**src/rtl/clock_time_counter.sv**
```systemverilog
// clock_time_counter: 24-hour HH:MM clock feeding the 4-digit 7-segment driver.
// A prescaler divides clk down to a 1 Hz sec_tick. Two debounced buttons
// (MODE / INC) step through RUN -> SET_HOUR -> SET_MIN and adjust the time.
//
// Ports:
//   clk            system clock, rising edge
//   rst_n          synchronous active-low reset
//   key_mode       MODE button level (async to clk)
//   key_inc        INC button level (async to clk)
//   numcount4_out  hour tens BCD
//   numcount3_out  hour units BCD
//   numcount2_out  minute tens BCD
//   numcount1_out  minute units BCD
//   sec_tick       one-cycle pulse per CLK_HZ cycles
//   set_mode       0 RUN, 1 SET_HOUR, 2 SET_MIN
//   blink          toggles on sec_tick while setting, 0 in RUN
module clock_time_counter #(
    parameter int unsigned CLK_HZ      = 1000,
    parameter int unsigned SEC_PER_MIN = 60
) (
    input  logic       clk,
    input  logic       rst_n,
    input  logic       key_mode,
    input  logic       key_inc,
    output logic [3:0] numcount4_out,
    output logic [3:0] numcount3_out,
    output logic [3:0] numcount2_out,
    output logic [3:0] numcount1_out,
    output logic       sec_tick,
    output logic [1:0] set_mode,
    output logic       blink
);

    localparam int unsigned PW = $clog2(CLK_HZ);
    localparam int unsigned SW = (SEC_PER_MIN > 1) ? $clog2(SEC_PER_MIN) : 1;
    localparam logic [PW-1:0] PRESC_LAST = PW'(CLK_HZ - 1);
    localparam logic [PW-1:0] PRESC_PRE  = PW'(CLK_HZ - 2);
    localparam logic [SW-1:0] SEC_LAST   = SW'(SEC_PER_MIN - 1);

    typedef enum logic [1:0] {
        ST_RUN      = 2'd0,
        ST_SET_HOUR = 2'd1,
        ST_SET_MIN  = 2'd2
    } state_t;

    state_t        r_state;
    state_t        w_state_nxt;
    logic [PW-1:0] r_presc;
    logic          r_sec_tick;
    logic [SW-1:0] r_sec;
    logic [SW-1:0] w_sec_nxt;
    logic [3:0]    r_h10, r_h1, r_m10, r_m1;
    logic [3:0]    w_h10_nxt, w_h1_nxt, w_m10_nxt, w_m1_nxt;
    logic [3:0]    w_h10_inc, w_h1_inc, w_m10_inc, w_m1_inc;
    logic          w_min_carry;
    logic          w_bad;
    logic          r_blink;
    logic          r_mode_s1, r_mode_s2, r_mode_s3, r_mode_p;
    logic          r_inc_s1, r_inc_s2, r_inc_s3, r_inc_p;

    // Prescaler; the tick is registered so it is high exactly while the count holds CLK_HZ-1
    always_ff @(posedge clk) begin
        if (!rst_n) begin
            r_presc    <= '0;
            r_sec_tick <= 1'b0;
        end else begin
            r_presc    <= (r_presc == PRESC_LAST) ? '0 : r_presc + PW'(1);
            r_sec_tick <= (r_presc == PRESC_PRE);
        end
    end

    // Two-flop synchronizers, third flop for edge detect, registered one-cycle press pulses
    always_ff @(posedge clk) begin
        if (!rst_n) begin
            r_mode_s1 <= 1'b0;
            r_mode_s2 <= 1'b0;
            r_mode_s3 <= 1'b0;
            r_mode_p  <= 1'b0;
            r_inc_s1  <= 1'b0;
            r_inc_s2  <= 1'b0;
            r_inc_s3  <= 1'b0;
            r_inc_p   <= 1'b0;
        end else begin
            r_mode_s1 <= key_mode;
            r_mode_s2 <= r_mode_s1;
            r_mode_s3 <= r_mode_s2;
            r_mode_p  <= r_mode_s2 & ~r_mode_s3;
            r_inc_s1  <= key_inc;
            r_inc_s2  <= r_inc_s1;
            r_inc_s3  <= r_inc_s2;
            r_inc_p   <= r_inc_s2 & ~r_inc_s3;
        end
    end

    // State register
    always_ff @(posedge clk) begin
        if (!rst_n) r_state <= ST_RUN;
        else        r_state <= w_state_nxt;
    end

    // Next state: MODE cycles RUN -> SET_HOUR -> SET_MIN -> RUN
    always_comb begin
        w_state_nxt = r_state;
        case (r_state)
            ST_RUN:      if (r_mode_p) w_state_nxt = ST_SET_HOUR;
            ST_SET_HOUR: if (r_mode_p) w_state_nxt = ST_SET_MIN;
            ST_SET_MIN:  if (r_mode_p) w_state_nxt = ST_RUN;
            default:     w_state_nxt = ST_RUN;
        endcase
    end

    // BCD +1 candidates for minutes (with carry-out) and hours (23 -> 00)
    always_comb begin
        w_m1_inc    = r_m1 + 4'd1;
        w_m10_inc   = r_m10;
        w_min_carry = 1'b0;
        if (r_m1 == 4'd9) begin
            w_m1_inc = 4'd0;
            if (r_m10 == 4'd5) begin
                w_m10_inc   = 4'd0;
                w_min_carry = 1'b1;
            end else begin
                w_m10_inc = r_m10 + 4'd1;
            end
        end

        w_h1_inc  = r_h1 + 4'd1;
        w_h10_inc = r_h10;
        if (r_h10 == 4'd2 && r_h1 == 4'd3) begin
            w_h1_inc  = 4'd0;
            w_h10_inc = 4'd0;
        end else if (r_h1 == 4'd9) begin
            w_h1_inc  = 4'd0;
            w_h10_inc = r_h10 + 4'd1;
        end
    end

    // Time next-state: advance in RUN, manual adjust in the set states
    always_comb begin
        w_h10_nxt = r_h10;
        w_h1_nxt  = r_h1;
        w_m10_nxt = r_m10;
        w_m1_nxt  = r_m1;
        w_sec_nxt = r_sec;
        w_bad     = (r_h10 > 4'd2) || (r_h1 > 4'd9) ||
                    (r_h10 == 4'd2 && r_h1 > 4'd3) ||
                    (r_m10 > 4'd5) || (r_m1 > 4'd9);
        if (w_bad) begin
            // unreachable corruption recovery
            w_h10_nxt = 4'd0;
            w_h1_nxt  = 4'd0;
            w_m10_nxt = 4'd0;
            w_m1_nxt  = 4'd0;
            w_sec_nxt = '0;
        end else begin
            case (r_state)
                ST_RUN: begin
                    // a MODE pulse here only changes state; the tick still completes
                    if (r_sec_tick) begin
                        if (r_sec == SEC_LAST) begin
                            w_sec_nxt = '0;
                            w_m10_nxt = w_m10_inc;
                            w_m1_nxt  = w_m1_inc;
                            if (w_min_carry) begin
                                w_h10_nxt = w_h10_inc;
                                w_h1_nxt  = w_h1_inc;
                            end
                        end else begin
                            w_sec_nxt = r_sec + SW'(1);
                        end
                    end
                end
                ST_SET_HOUR: begin
                    if (r_inc_p && !r_mode_p) begin
                        w_h10_nxt = w_h10_inc;
                        w_h1_nxt  = w_h1_inc;
                    end
                end
                ST_SET_MIN: begin
                    // leaving SET_MIN restarts the minute at :00
                    if (r_mode_p) begin
                        w_sec_nxt = '0;
                    end else if (r_inc_p) begin
                        w_m10_nxt = w_m10_inc;
                        w_m1_nxt  = w_m1_inc;
                    end
                end
                default: ;
            endcase
        end
    end

    // Time and seconds registers
    always_ff @(posedge clk) begin
        if (!rst_n) begin
            r_h10 <= 4'd0;
            r_h1  <= 4'd0;
            r_m10 <= 4'd0;
            r_m1  <= 4'd0;
            r_sec <= '0;
        end else begin
            r_h10 <= w_h10_nxt;
            r_h1  <= w_h1_nxt;
            r_m10 <= w_m10_nxt;
            r_m1  <= w_m1_nxt;
            r_sec <= w_sec_nxt;
        end
    end

    // Blink: toggles on ticks only while staying in a set state
    always_ff @(posedge clk) begin
        if (!rst_n) begin
            r_blink <= 1'b0;
        end else if (r_state == ST_RUN || w_state_nxt == ST_RUN) begin
            r_blink <= 1'b0;
        end else if (r_sec_tick) begin
            r_blink <= ~r_blink;
        end
    end

    assign numcount4_out = r_h10;
    assign numcount3_out = r_h1;
    assign numcount2_out = r_m10;
    assign numcount1_out = r_m1;
    assign sec_tick      = r_sec_tick;
    assign set_mode      = r_state;
    assign blink         = r_blink;

endmodule

```
**config.mk**
```make
export PLATFORM = sky130hd
export DESIGN_NAME = clock_time_counter
export DESIGN_NICKNAME = d
export VERILOG_FILES = /design/src/rtl/clock_time_counter.sv
export SDC_FILE = /design/constraint.sdc
export NUM_CORES = 1
export LEC_CHECK = 0
export BUFFER_PORTS_ARGS = -buffer_cell sky130_fd_sc_hd__buf_4
export CAP_MARGIN = 10
export CORE_MARGIN = 2
export CORE_UTILIZATION = 45
export DETAILED_ROUTE_END_ITERATION = 8
export PLACE_DENSITY_LB_ADDON = 0.1
export SLEW_MARGIN = 20
export SYNTH_ARGS = -nofsm -noshare
export SYNTH_HDL_FRONTEND = slang
export SYNTH_SLANG_ARGS = --single-unit
```
**constraint.sdc**
```tcl
create_clock -name clk -period 3 [get_ports clk]
set_input_delay 0.15 -clock clk [delete_from_list [all_inputs] [get_ports clk]]
set_output_delay 0.15 -clock clk [all_outputs]
set_load 0.01 [all_outputs]
```
==> results of run 1 <==
## state kept, by name, summed over array words and instances, names as in the netlist, 2 cells and up
signal	count
numcount3_out	4
numcount1_out	4
set_mode	2
numcount4_out	4
r_sec	6
numcount2_out	4
r_presc	10
## cells by family after synthesis
| group | count (synthesis) | synth area share |
|---|---|---|
| adder cells (fa/ha/maj) | 5 | 0.03193 |
| other | 1 | 0.001914 |
| AND/OR/NAND/NOR | 100 | 0.2931 |
| buffers and inverters | 10 | 0.01915 |
| AO/OA/AOI/OAI | 38 | 0.1175 |
| XOR/XNOR | 16 | 0.07152 |
| multiplexers | 3 | 0.01533 |
| flip-flops | 44 | 0.4496 |
## power by group
part / switching (W) / internal, W
combinational: 0.0000148 / 0.0000143
sequential: 0.00000902 / 0.000593
clock: 0.000201 / 0.000272
## cells in the final DEF (no fill, tap or decap), drive strengths merged, types with 2 or more instances in the layout
cell     count
nand3        8
nand3b       4
a22oi        2
inv          6
xnor2        8
nor2b        7
clkbuf       6
a211oi       2
nand4b       3
ha           5
and2         7
mux2i        3
xor2         8
o2111ai      2
dfxtp       44
conb         2
and3         6
nand4        3
nand4bb      2
nor2        30
nor3b        4
nand2       13
buf         24
a31oi        3
nor4         2
nand2b       4
a21oi       14
nor3         2
o21ai       11
## path summary, 6_finish.rpt
kind	endpoint	start	slack, ns
worst min-delay path	r_inc_s1$_SDFF_PN0_	key_inc	0.06
worst min register to register	r_mode_p$_SDFF_PN0_	r_mode_s3$_SDFF_PN0_	0.38
worst max register to register	numcount3_out[2]$_SDFFE_PP0P_	set_mode[0]$_SDFF_PN0_	0.88
worst max-delay path	numcount3_out[2]$_SDFFE_PP0P_	set_mode[0]$_SDFF_PN0_	0.88
## layer usage
metal / up-vias / share of wire / GRT usage / routed length [um]
met1: 690 / 0.50 / 0.2091 / 1846
met3: 2 / 0.037 / 0.04473 / 135
met4: 0 / 0.0057 / 0.04487 / 21
met5: - / 0 / 0 / 0
met2: 21 / 0.45 / 0.2550 / 1659
li1: 806 / - / - / -
## final cells by class
class | count | share of cell area
well taps | 50 | 0.02706
clock inverters | 2 | 0.01677
inverters | 6 | 0.009740
multi-input cells | 164 | 0.4518
repair buffers | 24 | 0.07792
flip-flops and latches | 44 | 0.3810
clock buffers | 6 | 0.03571
## through the flow
stage	instance area [um^2]	instances	total power (W)
after floorplan	1963	218	0.0006328
after global placement	2191	288	0.0006451
after detailed placement	2191	288	0.0006452
after CTS	2312	296	0.001120
after global routing	2312	296	0.001150
final	2312	296	0.001104
## worst register-to-register path: stages (launching register included)
cell and delay [ns]:
dfxtp_1 0.67, nand3b_1 0.13, a21oi_1 0.38, o21ai_2 0.19, or4_1 0.53, a21oi_1 0.15
==> impl_metrics.ini, run 1 <==
[synthesis]
ys_ff_latch = 44
ys_warn_count = 0
synth_top_cell_by_area = dfxtp_1
syn-cell-area_um2 = 1959
synth_area_leaders = dfxtp_1, nor2_1, a21oi_1
synth_ff_type = dfxtp_1
synthCells = 217
ys_seq_area_frac = 0.4496
async_flop_share = 0
ys_types = 40
synth_edf_count = 0
synth_top_area_frac = 0.4496
ys_top_cells_by_count = dfxtp_1, nor2_1, a21oi_1
yosysMostFrequentCell = dfxtp_1
avgSynthCellArea_um2 = 9.029

[sta]
fin_hold_ws_ns = 0.06493
setup_ws_ns = 0.8799
slew_violations = 0
setup_viol = 0
rsz0062_at_grt = false
period_share = 0.7067
worstMarginPinSlew_ns = 0.5492
final.setup_skew_ns = 0.003588
min_period_ns = 2.120
slew_headroom = 0.6334
hold_viol = 0
tns_ns = 0
fmax_mhz = 471.7

[place]
dp_slack_ns = 0.9320
routabilityCongestion = 0.7931
port_buffers = 23
hpwlAfterDp_mm = 2.639

[final_layout]
nets = 254
fillers = 379
ff_latch_area_um2 = 880.8
diodes = 0
final_util = 0.5658
multiInputGateArea_um2 = 1045
syn2layout_area_growth_pct = 18.01
drive_gt1_frac = 0.1504

[worst_setup_path]
path_common_cell = a21oi_1
slowest_delay_ns = 0.67
crit_chain = nand3b_1 > a21oi_1 > o21ai_2 > or4_1 > a21oi_1
crit_type = reg -> reg
cp-start-kind = register
cp_top_family = compound AO/OA/AOI/OAI gates
worst-endpoint-required_ns = 3.22
path_depth = 5
rr_worst_depth = 5
path_buf_inv = 0
crit_path_end_kind = register
arrival_ns = 2.34
critPathSlowestCell = dfxtp_1
cp_max_fo = 17

[clock_network]
cts_max_path_buffers = 2
post_cts_resized = 0
cts_setup_buffers = 0
cts.sinks = 44
holdBufCountCts = 0
cts_tree = yes
cts_buffers = 5
clk_latency_ns = 0.29
htreeDepth = 2
clk_pin_slew_ns = 0.08
root_buffer = clkbuf_8

[drt]
drt-total-wl_mm = 3.662
drc = 0
final_antenna_net_count = 0
vias = 1519
dr.pass1.iters = 6
drt_iter0_drc = 58
wl_per_cell_um = 12.37
viasPerCell = 5.132

[hold_path]
hold_depth = 2
worstHoldPathType = in -> reg

[floorplanning]
fp.dieH_um = 69.99
core.rowCount = 23
coreArea_um2 = 4086
die_area_um2 = 4898
start_util = 0.4795
die_x_um = 69.99
io_pins = 24

[global_routing]
grt_pass1_wl_mm = 6.375
grt_overflow = 0
antenna_found_initial = 0
grt_pass1_vias = 1438
grt_max_degree = 21
grt_usage = 0.1590

[power_and_ir_drop]
leakage_nw = 0.9218
ir_worst_vdd_mv = 0.3546
power.density_nw_per_um2 = 477.4

[flow_run]
maxCapViolCount = 0

[status]
status = complete, no violations
No activity file was read; power rests on OpenSTA's default activity.
==> inputs of run 2 (changes only) <==
--- a/config.mk
+++ b/config.mk
@@ -5,6 +5,7 @@
 export SDC_FILE = /design/constraint.sdc
 export NUM_CORES = 1
 export LEC_CHECK = 0
+export ABC_AREA = 1
 export BUFFER_PORTS_ARGS = -buffer_cell sky130_fd_sc_hd__buf_4
 export CAP_MARGIN = 10
 export CORE_MARGIN = 2
==> constraint.sdc (replaced) <==
create_clock -name clk -period 2.1 [get_ports clk]
set_input_delay 0.105 -clock clk [delete_from_list [all_inputs] [get_ports clk]]
set_output_delay 0.105 -clock clk [all_outputs]
set_load 0.01 [all_outputs]
==> run 2 against run 1 <==
Effect of this change: clock skew barely moved; count of clock-buffer cells in the layout fell by 1; synthesized area rose by 3.0%; global-route usage rose by 0.29 points; maximum frequency rose by 27%; sequential power rose by 42%; wire length rose by 2.1%; largest cell class unchanged.
==> impl_metrics.ini, run 2 <==
[synthesis]
async_flop_share = 0
synthCells = 272
synth_top_area_frac = 0.4365
synth_edf_count = 0
synth_top_cell_by_area = dfxtp_1
ys_ff_latch = 44
synth_compound_area_frac = 0.09795
syn-cell-area_um2 = 2018
synth_top_family_by_area = simple AND/OR/NAND/NOR gates
ys_top_cells_by_count = nand2_1, dfxtp_1, nor2_1
synthSimpleGateAreaFrac = 0.3193
ys_seq_area_frac = 0.4365
synth_adder_area_share = 0.03100
synth_area_leaders = dfxtp_1, nand2_1, nor2_1
synth_ff_type = dfxtp_1
synth_xor_area_frac = 0.02604
avgSynthCellArea_um2 = 7.420
synthMuxAreaShare = 0
yosysMostFrequentCell = nand2_1
ys_warn_count = 0
ys_types = 34

[hold_path]
hold_depth = 3
worstHoldPathType = in -> reg

[clock_network]
clk_pin_slew_ns = 0.08
htreeDepth = 2
cts_tree = yes
cts_buffers = 5
holdBufCountCts = 2
clk_latency_ns = 0.29
cts.sinks = 44
cts_max_path_buffers = 2
cts_setup_buffers = 0
root_buffer = clkbuf_8
post_cts_resized = 0

[sta]
rsz0062_at_grt = false
slew_violations = 0
setup_viol = 0
final.setup_skew_ns = 0.003980
fmax_mhz = 599.9
period_share = 0.7938
hold_viol = 0
tns_ns = 0
min_period_ns = 1.667

[final_layout]
layout_common_cells = nand2_1, dfxtp_1, nor2_1, inv_1, buf_4
drive_gt1_frac = 0.1869
nets = 313
top_regs = r_presc x10, r_sec x6
diodes = 0
layout_commonest_cell = nand2_1
largest_register = r_presc
largest_reg_flops = 10
fillers = 442
syn2layout_area_growth_pct = 20.33

[floorplanning]
coreArea_um2 = 4324
io_pins = 24
die_x_um = 70.97
start_util = 0.4667
fp.dieH_um = 70.97
core.rowCount = 24
die_area_um2 = 5037

[status]
status = complete, no violations

[worst_setup_path]
cp_top_family = flip-flops
crit_chain = ha_1 > inv_1 > a21oi_1 > nand3_1 > nor2_2 > buf_4 > inv_1 > a21oi_1
worst-endpoint-required_ns = 2.33
cp-start-kind = register
path_buf_inv = 3
cp_max_fo = 8
crit_type = reg -> reg
crit_path_end_kind = register
rr_worst_depth = 8
path_depth = 8
slowest_delay_ns = 0.40
arrival_ns = 1.89
critPathSlowestCell = dfxtp_1

[global_routing]
met2_usage = 0.2409
top_usage_layer = met2
use_met1 = 0.2259
grt_usage = 0.1619
grt_max_degree = 15
use_met3 = 0.04274
grt_pass1_vias = 1533
grt_overflow = 0
antenna_found_initial = 0
grt_pass1_wl_mm = 6.610

[place]
routabilityCongestion = 0.8363
hpwlAfterDp_mm = 2.818
port_buffers = 23

[drt]
wl_per_cell_um = 10.48
drc = 0
viasPerCell = 4.664
final_antenna_net_count = 0
drt-total-wl_mm = 3.740
drt_iter0_drc = 73
dr.pass1.iters = 4
vias = 1665

[flow_run]
maxCapViolCount = 0

[power_and_ir_drop]
p_int_w = 0.001467
finalPower_w = 0.001799
p_sw_frac = 0.1849
ir_worst_vdd_mv = 0.4014
power.density_nw_per_um2 = 740.8
clkPwrFrac = 0.490
seqPwrFrac = 0.476
power_switching_w = 0.0003326
leakage_nw = 1.039
share_comb_of_total_power = 0.034
==> run 2: through the flow <==
step / util / instances / setup slack (ns) / hold slack (ns) / cell area (um^2)
6_report: 0.5616 / 357 / 0.4330 / 0.1009 / 2429
5_1_grt: 0.5616 / 357 / 0.2541 / 0.09514 / 2429
4_1_cts: 0.5616 / 357 / 0.4328 / 0.09443 / 2429
3_5_place_dp: 0.5203 / 347 / 0.4569 / 0.2908 / 2250
3_3_place_gp: 0.5203 / 347 / 0.4829 / 0.2924 / 2250
2_1_floorplan: - / 273 / 0.7103 / 0.2026 / 2022
==> run 2: final timing paths <==
check                                   to                          start  slack (ns)
max reg2reg  numcount2_out[1]$_SDFFE_PP0P_  numcount4_out[1]$_SDFFE_PP0P_        0.43
min                    r_inc_s2$_SDFF_PN0_                          rst_n        0.10
max          numcount2_out[1]$_SDFFE_PP0P_  numcount4_out[1]$_SDFFE_PP0P_        0.43
min reg2reg             r_inc_p$_SDFF_PN0_            r_inc_s3$_SDFF_PN0_        0.39
==> run 2: power groups by stage <==
| stage | clock [W] | sequential, W | combinational (W) |
|---|---|---|---|
| 2_1_floorplan | 0 | 0.000876 | 0.0000397 |
| 3_3_place_gp | 0 | 0.000876 | 0.0000590 |
| 3_5_place_dp | 0 | 0.000876 | 0.0000593 |
| 4_1_cts | 0.000903 | 0.000856 | 0.0000624 |
| 5_1_grt | 0.000934 | 0.000858 | 0.0000697 |
| 6_report | 0.000881 | 0.000856 | 0.0000617 |
==> run 2: worst reg2reg max path, stage by stage, from the launching register on <==
cell     delay, ns
dfxtp_1       0.40
ha_1          0.19
inv_1         0.05
a21oi_1       0.15
nand3_1       0.09
nor2_2        0.30
buf_4         0.22
inv_1         0.08
a21oi_1       0.11
==> run 2: area by class of cell <==
cell class | count | area (um^2) | share of cell area
Timing Repair Buffer | 26 | 200.2 | 0.08243
Clock inverter | 3 | 90.09 | 0.03709
Inverter | 42 | 158.9 | 0.06543
Multi-Input combinational cell | 185 | 964.7 | 0.3972
Tap cell | 52 | 65.06 | 0.02679
Sequential cell | 44 | 880.8 | 0.3627
Clock buffer | 5 | 68.82 | 0.02834
==> run 2: kinds of logic (layout without fill, tap and decap cells) <==
| logic type | after synthesis | in the layout |
|---|---|---|
| buffers and inverters | 44 | 76 |
| xor gates and xnor gates | 6 | 6 |
| DFF | 44 | 44 |
| and+or+nand+nor | 138 | 138 |
| AOI/OAI and AO/OA | 34 | 34 |
| adders and majority gates | 5 | 5 |
| other | 1 | 2 |
==> run 2: layer usage <==
layer  share of wire  vias to the layer above
met5               0                        -
met4          0.0091                        0
met3           0.039                        5
met2            0.42                       22
met1            0.53                      719
li1                -                      919
